File: config.mk
export PLATFORM = sky130hd
export DESIGN_NAME = risc8_pfq_biu
export DESIGN_NICKNAME = d
export VERILOG_FILES = /design/src/rtl/risc8_pfq_biu.sv
export SDC_FILE = /design/constraint.sdc
export NUM_CORES = 1
export LEC_CHECK = 0
export BUFFER_PORTS_ARGS = -buffer_cell sky130_fd_sc_hd__clkbuf_2
export CORE_ASPECT_RATIO = 1.75
export CORE_MARGIN = 3
export CORE_UTILIZATION = 45
export DETAILED_ROUTE_END_ITERATION = 8
export GPL_ROUTABILITY_DRIVEN = 0
export PLACE_DENSITY = 0.79
export SYNTH_ARGS = -nofsm -noshare
export SYNTH_HDL_FRONTEND = slang
export SYNTH_SLANG_ARGS = --single-unit
File: constraint.sdc
create_clock -name clk -period 13 [get_ports clk]
set_input_delay 2.6 -clock clk [delete_from_list [all_inputs] [get_ports clk]]
set_output_delay 2.6 -clock clk [all_outputs]
set_load 0.03 [all_outputs]
File: src/rtl/risc8_pfq_biu.sv
// risc8 bus-interface unit: arbitrates interrupt-ack, data and prefetch
// cycles on one external bus and fills a circular prefetch queue.
module risc8_pfq_biu #(
  parameter int            AW       = 16,
  parameter int            DW       = 8,
  parameter int            QDEPTH   = 4,
  parameter int            MAX_WAIT = 15,
  parameter logic [AW-1:0] RESET_PC = '0,
  localparam int           QCW      = $clog2(QDEPTH) + 1
) (
  input  logic           clk,
  input  logic           rst_n,
  output logic           cycle,
  output logic           write,
  output logic           ifetch,
  output logic           iack,
  output logic [AW-1:0]  address,
  output logic [DW-1:0]  data_out,
  input  logic [DW-1:0]  data_in,
  input  logic           ready,
  output logic           bus_timeout,
  input  logic           q_pop,
  input  logic           q_flush,
  input  logic [AW-1:0]  flush_addr,
  output logic [DW-1:0]  q_out,
  output logic [QCW-1:0] q_count,
  input  logic           d_req,
  input  logic           d_write,
  input  logic [AW-1:0]  d_addr,
  input  logic [DW-1:0]  d_wdata,
  output logic           d_ack,
  input  logic           ia_req,
  output logic           ia_ack,
  output logic [DW-1:0]  d_rdata
);

  localparam int PW  = $clog2(QDEPTH);
  localparam int WCW = (MAX_WAIT > 1) ? $clog2(MAX_WAIT + 1) : 1;

  typedef enum logic [1:0] {IDLE, FETCH, DATA, IACK} state_t;

  state_t         state, state_next;
  logic [AW-1:0]  fetch_ptr, ptr_next, addr_q;
  logic           wr_q;
  logic [DW-1:0]  wdata_q;
  logic [DW-1:0]  mem [QDEPTH];
  logic [PW-1:0]  head, tail;
  logic [QCW-1:0] count, count_next;
  logic [WCW-1:0] wait_cnt;
  logic           drop_q;
  logic           tmo, done, start, push, pop_ok, can_fetch, ia_ok, d_ok;
  logic [DW-1:0]  rx_data;

  assign tmo     = (MAX_WAIT != 0) && (state != IDLE) && !ready &&
                   (int'(wait_cnt) == MAX_WAIT - 1);
  assign done    = (state != IDLE) && (ready || tmo);
  assign rx_data = tmo ? '1 : data_in;

  assign pop_ok     = q_pop && (count != '0);
  assign push       = done && (state == FETCH) && !drop_q && !q_flush;
  assign count_next = count + QCW'(push) - QCW'(pop_ok);
  assign can_fetch  = !q_flush && (count_next < QCW'(QDEPTH));
  assign ptr_next   = q_flush ? flush_addr : (push ? fetch_ptr + AW'(1) : fetch_ptr);

  // A request is still held high on its completion edge and while its ack
  // is visible; masking it there prevents a duplicate grant.
  assign ia_ok = ia_req && !ia_ack && !(done && (state == IACK));
  assign d_ok  = d_req && !d_ack && !(done && (state == DATA));

  // NOTE: sequential state uses non-blocking assignments so every register
  // samples the pre-edge values regardless of process ordering.
  always_ff @(posedge clk or negedge rst_n) begin
    if (!rst_n) state <= IDLE;
    else        state <= state_next;
  end

  // NOTE: every combinational output gets a default first so no path can
  // leave it unassigned and infer a latch.
  always_comb begin
    state_next = state;
    if ((state == IDLE) || done) begin
      if (ia_ok)          state_next = IACK;
      else if (d_ok)      state_next = DATA;
      else if (can_fetch) state_next = FETCH;
      else                state_next = IDLE;
    end
  end

  assign start = ((state == IDLE) || done) && (state_next != IDLE);

  always_comb begin
    cycle    = (state != IDLE);
    ifetch   = (state == FETCH);
    iack     = (state == IACK);
    write    = (state == DATA) && wr_q;
    address  = addr_q;
    data_out = ((state == DATA) && wr_q) ? wdata_q : '0;
  end

  always_ff @(posedge clk or negedge rst_n) begin
    if (!rst_n) begin
      addr_q  <= '0;
      wr_q    <= 1'b0;
      wdata_q <= '0;
    end else if (start) begin
      unique case (state_next)
        FETCH: begin
          addr_q  <= ptr_next;
          wr_q    <= 1'b0;
          wdata_q <= '0;
        end
        DATA: begin
          addr_q  <= d_addr;
          wr_q    <= d_write;
          wdata_q <= d_write ? d_wdata : '0;
        end
        default: begin
          addr_q  <= '0;
          wr_q    <= 1'b0;
          wdata_q <= '0;
        end
      endcase
    end
  end

  always_ff @(posedge clk or negedge rst_n) begin
    if (!rst_n) begin
      fetch_ptr   <= RESET_PC;
      wait_cnt    <= '0;
      drop_q      <= 1'b0;
      d_rdata     <= '0;
      d_ack       <= 1'b0;
      ia_ack      <= 1'b0;
      bus_timeout <= 1'b0;
    end else begin
      fetch_ptr   <= ptr_next;
      d_ack       <= done && (state == DATA);
      ia_ack      <= done && (state == IACK);
      bus_timeout <= tmo;
      if (start || done)                     wait_cnt <= '0;
      else if ((state != IDLE) && !ready)    wait_cnt <= wait_cnt + WCW'(1);
      // A fetch still on the bus after a flush must not land in the new queue.
      if (q_flush && (state == FETCH) && !done) drop_q <= 1'b1;
      else if (done)                            drop_q <= 1'b0;
      if (done && ((state == IACK) || ((state == DATA) && !wr_q)))
        d_rdata <= rx_data;
    end
  end

  always_ff @(posedge clk or negedge rst_n) begin
    if (!rst_n) begin
      head  <= '0;
      tail  <= '0;
      count <= '0;
    end else if (q_flush) begin
      head  <= '0;
      tail  <= '0;
      count <= '0;
    end else begin
      if (push)   tail <= tail + PW'(1);
      if (pop_ok) head <= head + PW'(1);
      count <= count_next;
    end
  end

  // NOTE: queue storage has no reset; q_count gates every read, so stale
  // contents are never observable.
  always_ff @(posedge clk) begin
    if (push) mem[tail] <= rx_data;
  end

  assign q_out   = (count == '0) ? '0 : mem[head];
  assign q_count = count;

endmodule

Word-level counts from Yosys, hierarchy flattened
Memories as Yosys holds them, arrays and structs flattened. Cells that the tools add are included.

Output and inout port bits: 50. Bits in writable memories: 32. Register bits: 66. Logic and storage cells: 94. Input port bits: 56. Memories kept: 1.

Multiplexer cells: 24. Order comparisons: 1. Equality and inequality tests: 6. Add/sub/neg operators: 6. Reduce and logical (&&, ||, !) cells: 42.

Memory list: mem (depth 4, width 8, read ports 1, clocked after Yosys merged registers in 0, write ports 1, RTL line 46) `logic [DW-1:0] mem [QDEPTH];`.

Operators by type and width (number): two-way mux 8 bit (5); two-way mux 16 bit (2); one-hot mux 16 bit (2 select lines) (1); logical AND 1 bit (20); adder 16 x 1 -> 16 bit, second input constant (1); two-way mux 2 bit (7); nonzero test 2 bit (6); zero test 1 bit (9); two-way mux 4 bit (2); equality test 2 bit, second input constant (3); two-way mux 1 bit (6); adder 2 x 1 -> 2 bit, second input constant (2); adder 4 x 1 -> 4 bit, second input constant (1); equality test 2 x 1 -> 1 bit, second input constant (2); equality test 4 x 2 -> 1 bit, second input constant (1); logical OR 1 bit (4); adder 3 x 1 -> 3 bit (1); zero test 3 bit (1); less-than comparator 3 bit, second input constant (1); two-way mux 3 bit (1); nonzero test 3 bit (1); subtractor 3 x 1 -> 3 bit (1); zero test 2 bit (1).

Depth between registers and ports, before layout
Word-level depth: 20. Gate-level depth with buffers: 24. Depth with buffers taken out: 21.

Worst setup path before layout
Ideal clock, no wire load.

Path kind: input port to flip-flop. Start: input port q_flush. End: register addr_q[11] (netlist: address[11]). Required time: 12.910 ns. Stages on the path: 20. Arrival time: 6.006 ns. Buffers on the path: 5. Setup slack: 6.903 ns. Setup time: 0.090 ns. Cells stage by stage: buf_2 -> buf_1 -> buf_2 -> nor2_1 -> inv_1 -> ha_1 -> inv_1 -> ha_1 -> inv_1 -> fa_1 -> xnor2_1 -> xnor2_1 -> nor3_1 -> o22ai_1 -> ha_1 -> clkbuf_1 -> nand3_2 -> or2_1 -> buf_2 -> o221ai_1.

Word-level cells in the longest chain between the ends: 12. Elaborated cells on any way between the ends: 17. Those cells by class: add/sub: 2; order compare: 1; eq/ne: 2; mux: 7; reduce/logical: 5.

RTL lines: start: declaration (RTL line 23) `input logic q_flush,`; zero test 1 bit (RTL line 60, 62); logical AND 1 bit (RTL line 60) `assign push = done && (state == FETCH) && !drop_q && !q_flush;`; adder 3 x 1 -> 3 bit (RTL line 61) `assign count_next = count + QCW'(push) - QCW'(pop_ok);`; subtractor 3 x 1 -> 3 bit (RTL line 61); less-than comparator 3 bit (RTL line 62) `assign can_fetch = !q_flush && (count_next < QCW'(QDEPTH));`; logical AND 1 bit (RTL line 62); two-way mux 1 bit (RTL line 84) `else if (can_fetch) state_next = FETCH;`; two-way mux 2 bit (RTL line 83) `else if (d_ok) state_next = DATA;`; two-way mux 2 bit (RTL line 82) `if (ia_ok) state_next = IACK;`; two-way mux 2 bit (RTL line 81) `if ((state == IDLE) || done) begin`; equality test 2 bit (tied with other cells) (RTL line 106) `unique case (state_next)`; one-hot mux 16 bit (2 select lines) / logical AND 1 bit (equally long branches) (RTL line 106, 89); end signal: assignment (RTL line 108) `addr_q <= ptr_next;`; end signal: assignment (RTL line 113) `addr_q <= d_addr;`; end: declaration (RTL line 43) `logic [AW-1:0] fetch_ptr, ptr_next, addr_q;`.

Several ways; a longest one is shown, not always the timed one. A chain may end at the register's enable or synchronous reset.

Worst setup path after layout
Start: input port q_flush. End: register addr_q[13] (netlist: address[13]).

Same word-level chain as after synthesis.

==> results.sh <==
export IMPL_ant_nets=0
export IMPL_antenna_cells=0
export IMPL_clk_path_buf_depth=2
export IMPL_synthCells=411
export IMPL_start_util=0.464
export IMPL_synth_top_area_cell="dfrtp_1"
export IMPL_slew_headroom=0.309
export IMPL_die_x_um=84.2
export IMPL_synth_top_family_by_area="simple AND/OR/NAND/NOR gates"
export IMPL_r2r_setup_slack_ns=8.22
export IMPL_slowest_stage="and2_1"
export IMPL_finalMaxSlewViolations=0
export IMPL_grt_ovfl_total=0
export IMPL_hold_viol=0
export IMPL_ys_seq_area_frac=0.543
export IMPL_setup_tns_ns=0
export IMPL_cp_end_kind="flip-flop"
export IMPL_synth_cell_area_um2=4810
export IMPL_synth_edf_count=32
export IMPL_clk_latency_ns=0.34
export IMPL_synth_simple_area_share=0.169
export IMPL_multi_input_comb_area_um2=2030
export IMPL_cts_root_buf="clkbuf_16"
export IMPL_io_pins=106
export IMPL_fin_crit_sh=0.490
export IMPL_p_seq_frac=0.375
export IMPL_maxCapViolCount=0
export IMPL_firstDrtPassIters=4
export IMPL_tritoncts="done"
export IMPL_clk_pin_slew_worst_paths_ns=0.06
export IMPL_syn_to_final_growth_pct=18.1
export IMPL_via_per_inst=5.49
export IMPL_grt_first_pass_wirelength_um=17400
export IMPL_vias=3511
export IMPL_switching_power_mw=0.496
export IMPL_p_clk_frac=0.205
export IMPL_core_area_um2=10400
export IMPL_synth_nets=480
export IMPL_grt_pass1_vias=3610
export IMPL_path_cells="clkbuf_2 -> nor2_1 -> inv_1 -> ha_1 -> inv_1 -> ha_1 -> inv_1 -> fa_1 -> xnor2_1 -> xnor2_1 -> nor3_1 -> o22ai_1 -> ha_1 -> and2_1 -> nand2_1 -> a21oi_1 -> a21oi_1 -> o21ai_1"
export IMPL_setup_violations=0
export IMPL_max_stage_delay_ns=0.54
export IMPL_ir_drop_v=0.000147
export IMPL_antenna_found_initial=0
export IMPL_nets=576
export IMPL_cts_hold_buf=0
export IMPL_p_leak_nw=2.56
export IMPL_regArea_um2=2610
export IMPL_dr_first_iter_drc_count=171
export IMPL_hpwl_um=7830
export IMPL_yosys_top_cells_area="dfrtp_1 (34%), edfxtp_1 (20%), nand2_1 (3.9%)"
export IMPL_yosys_warnings=0
export IMPL_synthDominantCellAreaShare=0.343
export IMPL_p_total_mw=1.20
export IMPL_portBuffers=105
export IMPL_critPathRequiredTime_ns=13.26
export IMPL_max_clock_freq_ghz=0.157
export IMPL_period_minus_slack_ns=6.37
export IMPL_die_area_um2=12000
export IMPL_fillers=860
export IMPL_ys_ff_latch=98
export IMPL_routedWlPerCell_um=16.4
export IMPL_grt_max_degree=67
export IMPL_rsz0062_at_grt="false"
export IMPL_syn_avg_cell_area_um2=11.7
export IMPL_crit_path_max_fanout=37
export IMPL_critPathKind="in2reg"
export IMPL_synth_flop_cell="dfrtp_1"
export IMPL_cts_buffers=9
export IMPL_drcViolationCount=0
export IMPL_synth_async_sr_flop_share=0.673
export IMPL_start_kind="input pin"
export IMPL_worst_slew_pin_transition_ns=1.03
export IMPL_yosys_cell_types_count=56
export IMPL_post_cts_buffers=0
export IMPL_cts_repair_resized=0
export IMPL_switching_share=0.414
export IMPL_htreeDepth=3
export IMPL_cts_sinks=98
export IMPL_yosys_mux_area_fraction=0.0863
export IMPL_cp_data_arrival_time_ns=6.64
export IMPL_synthXorXnorAreaFrac=0.0309
export IMPL_finalClockSkew_ns=0.00439
export IMPL_groute_usage_overall=0.183
export IMPL_status="complete, no violations"
export IMPL_drive_gt1_frac=0.314
export IMPL_min_path_type="reg2reg"
export IMPL_routed_wl_um=10500
export IMPL_die_h_um=143
export IMPL_synth_fa_ha_area_frac=0.0354
export IMPL_synth_compound_area_share=0.101
export IMPL_power_density_nw_per_um2=211
export IMPL_rows=49
export IMPL_internal_power_mw=0.703
export IMPL_combinationalPowerShare=0.420
## power groups by stage
stage               registers, mW  logic (mW)  clock network [mW]
finish                      0.450       0.503               0.246
global route                0.462       0.549               0.264
CTS                         0.451       0.507               0.252
detailed placement          0.456       0.506                   0
global placement            0.453       0.494                   0
floorplan                   0.511       0.316                   0
## synthesized netlist by cell type (8+ instances only)
cell      instances
buf_2             9
a22oi_1           8
xor2_1           10
ha_1             12
edfxtp_1         32
a21oi_1           8
or2_2             8
nor2_1           11
dfrtp_1          66
and3_1            9
nand3_1          11
mux2_2           11
o21ai_0          16
clkbuf_1          8
mux4_2            8
mux2i_1          10
inv_1            18
nor2b_1          14
nand2_1          50
and2_1           18
## path summary, 6_finish.rpt
kind                            cells past startpoint       start           to
worst min register to register                      2  wdata_q[5]   wdata_q[5]
min in group asynchronous                           2       rst_n  address[12]
worst min-delay path                                2  wdata_q[5]   wdata_q[5]
worst max register to register                     17  q_count[1]  address[13]
max in group asynchronous                           2       rst_n   d_rdata[4]
worst max-delay path                               18     q_flush  address[13]
## sequential cells by signal, indices dropped and copies added, names as in the netlist, 2 cells and up
register   count
wdata_q        8
head           2
q_count        3
address       16
tail           2
state          2
wait_cnt       4
fetch_ptr     16
d_rdata        8
mem           32
## cell type report
| class | instances | share of cell area |
|---|---|---|
| clock buffer | 13 | 0.0458 |
| clock inverter | 3 | 0.00264 |
| inverter | 19 | 0.0126 |
| multi-input combinational | 273 | 0.357 |
| sequential | 98 | 0.460 |
| tap | 127 | 0.0280 |
| timing repair buffer | 106 | 0.0938 |
## cells by family (layout without fill, tap and decap cells)
| kind of cell | Yosys count | count (layout) |
|---|---|---|
| compound gates | 66 | 66 |
| xor+xnor | 17 | 17 |
| fa+ha+maj | 13 | 13 |
| buf+inv | 40 | 141 |
| flops | 98 | 98 |
| mux | 30 | 30 |
| simple gates | 147 | 147 |
## routing by layer
metal  track usage  vias up  wire length [um]
li1              -     1647                 -
met5             0        -                 0
met2         0.334      127              5730
met4        0.0881        0               320
met3        0.0381       21               653
met1         0.200     1716              3770
## critical path: cells and delay by family
kind | cells | cell delay, ns
AO/OA/AOI/OAI | 4 | 0.50
XOR/XNOR | 2 | 0.30
adder cells (fa/ha/maj) | 4 | 1.30
buffers and inverters | 4 | 0.66
AND/OR/NAND/NOR | 4 | 1.27
## per-stage QoR
stage / setup slack [ns] / cells / hold WS, ns / instance area [um^2] / util
after floorplan: 6.90 / 411 / 0.442 / 4810 / -
after global placement: 6.50 / 623 / 0.455 / 5410 / 0.522
after detailed placement: 6.35 / 623 / 0.463 / 5410 / 0.522
after CTS: 6.67 / 639 / 0.477 / 5680 / 0.548
after global routing: 6.17 / 639 / 0.517 / 5680 / 0.548
final: 6.63 / 639 / 0.472 / 5680 / 0.548
## cells in the final DEF, fill, tap and decap left out, types with 7 or more instances in the layout
cell type  instances
clkbuf_16          9
ha_1              12
or2_2              8
a21oi_1            8
nand2_1           50
nand3_1           11
mux2_2            11
inv_1             18
a22oi_1            8
o21ai_0           16
and3_1             9
xor2_1            10
mux2i_1           10
and2_1            18
mux4_2             8
nor2b_1           14
clkbuf_2         104
nor2_1            11
xnor2_1            7
dfrtp_1           66
edfxtp_1          32
o221ai_1           7
Note: power is estimated with default switching activity, not from simulation.
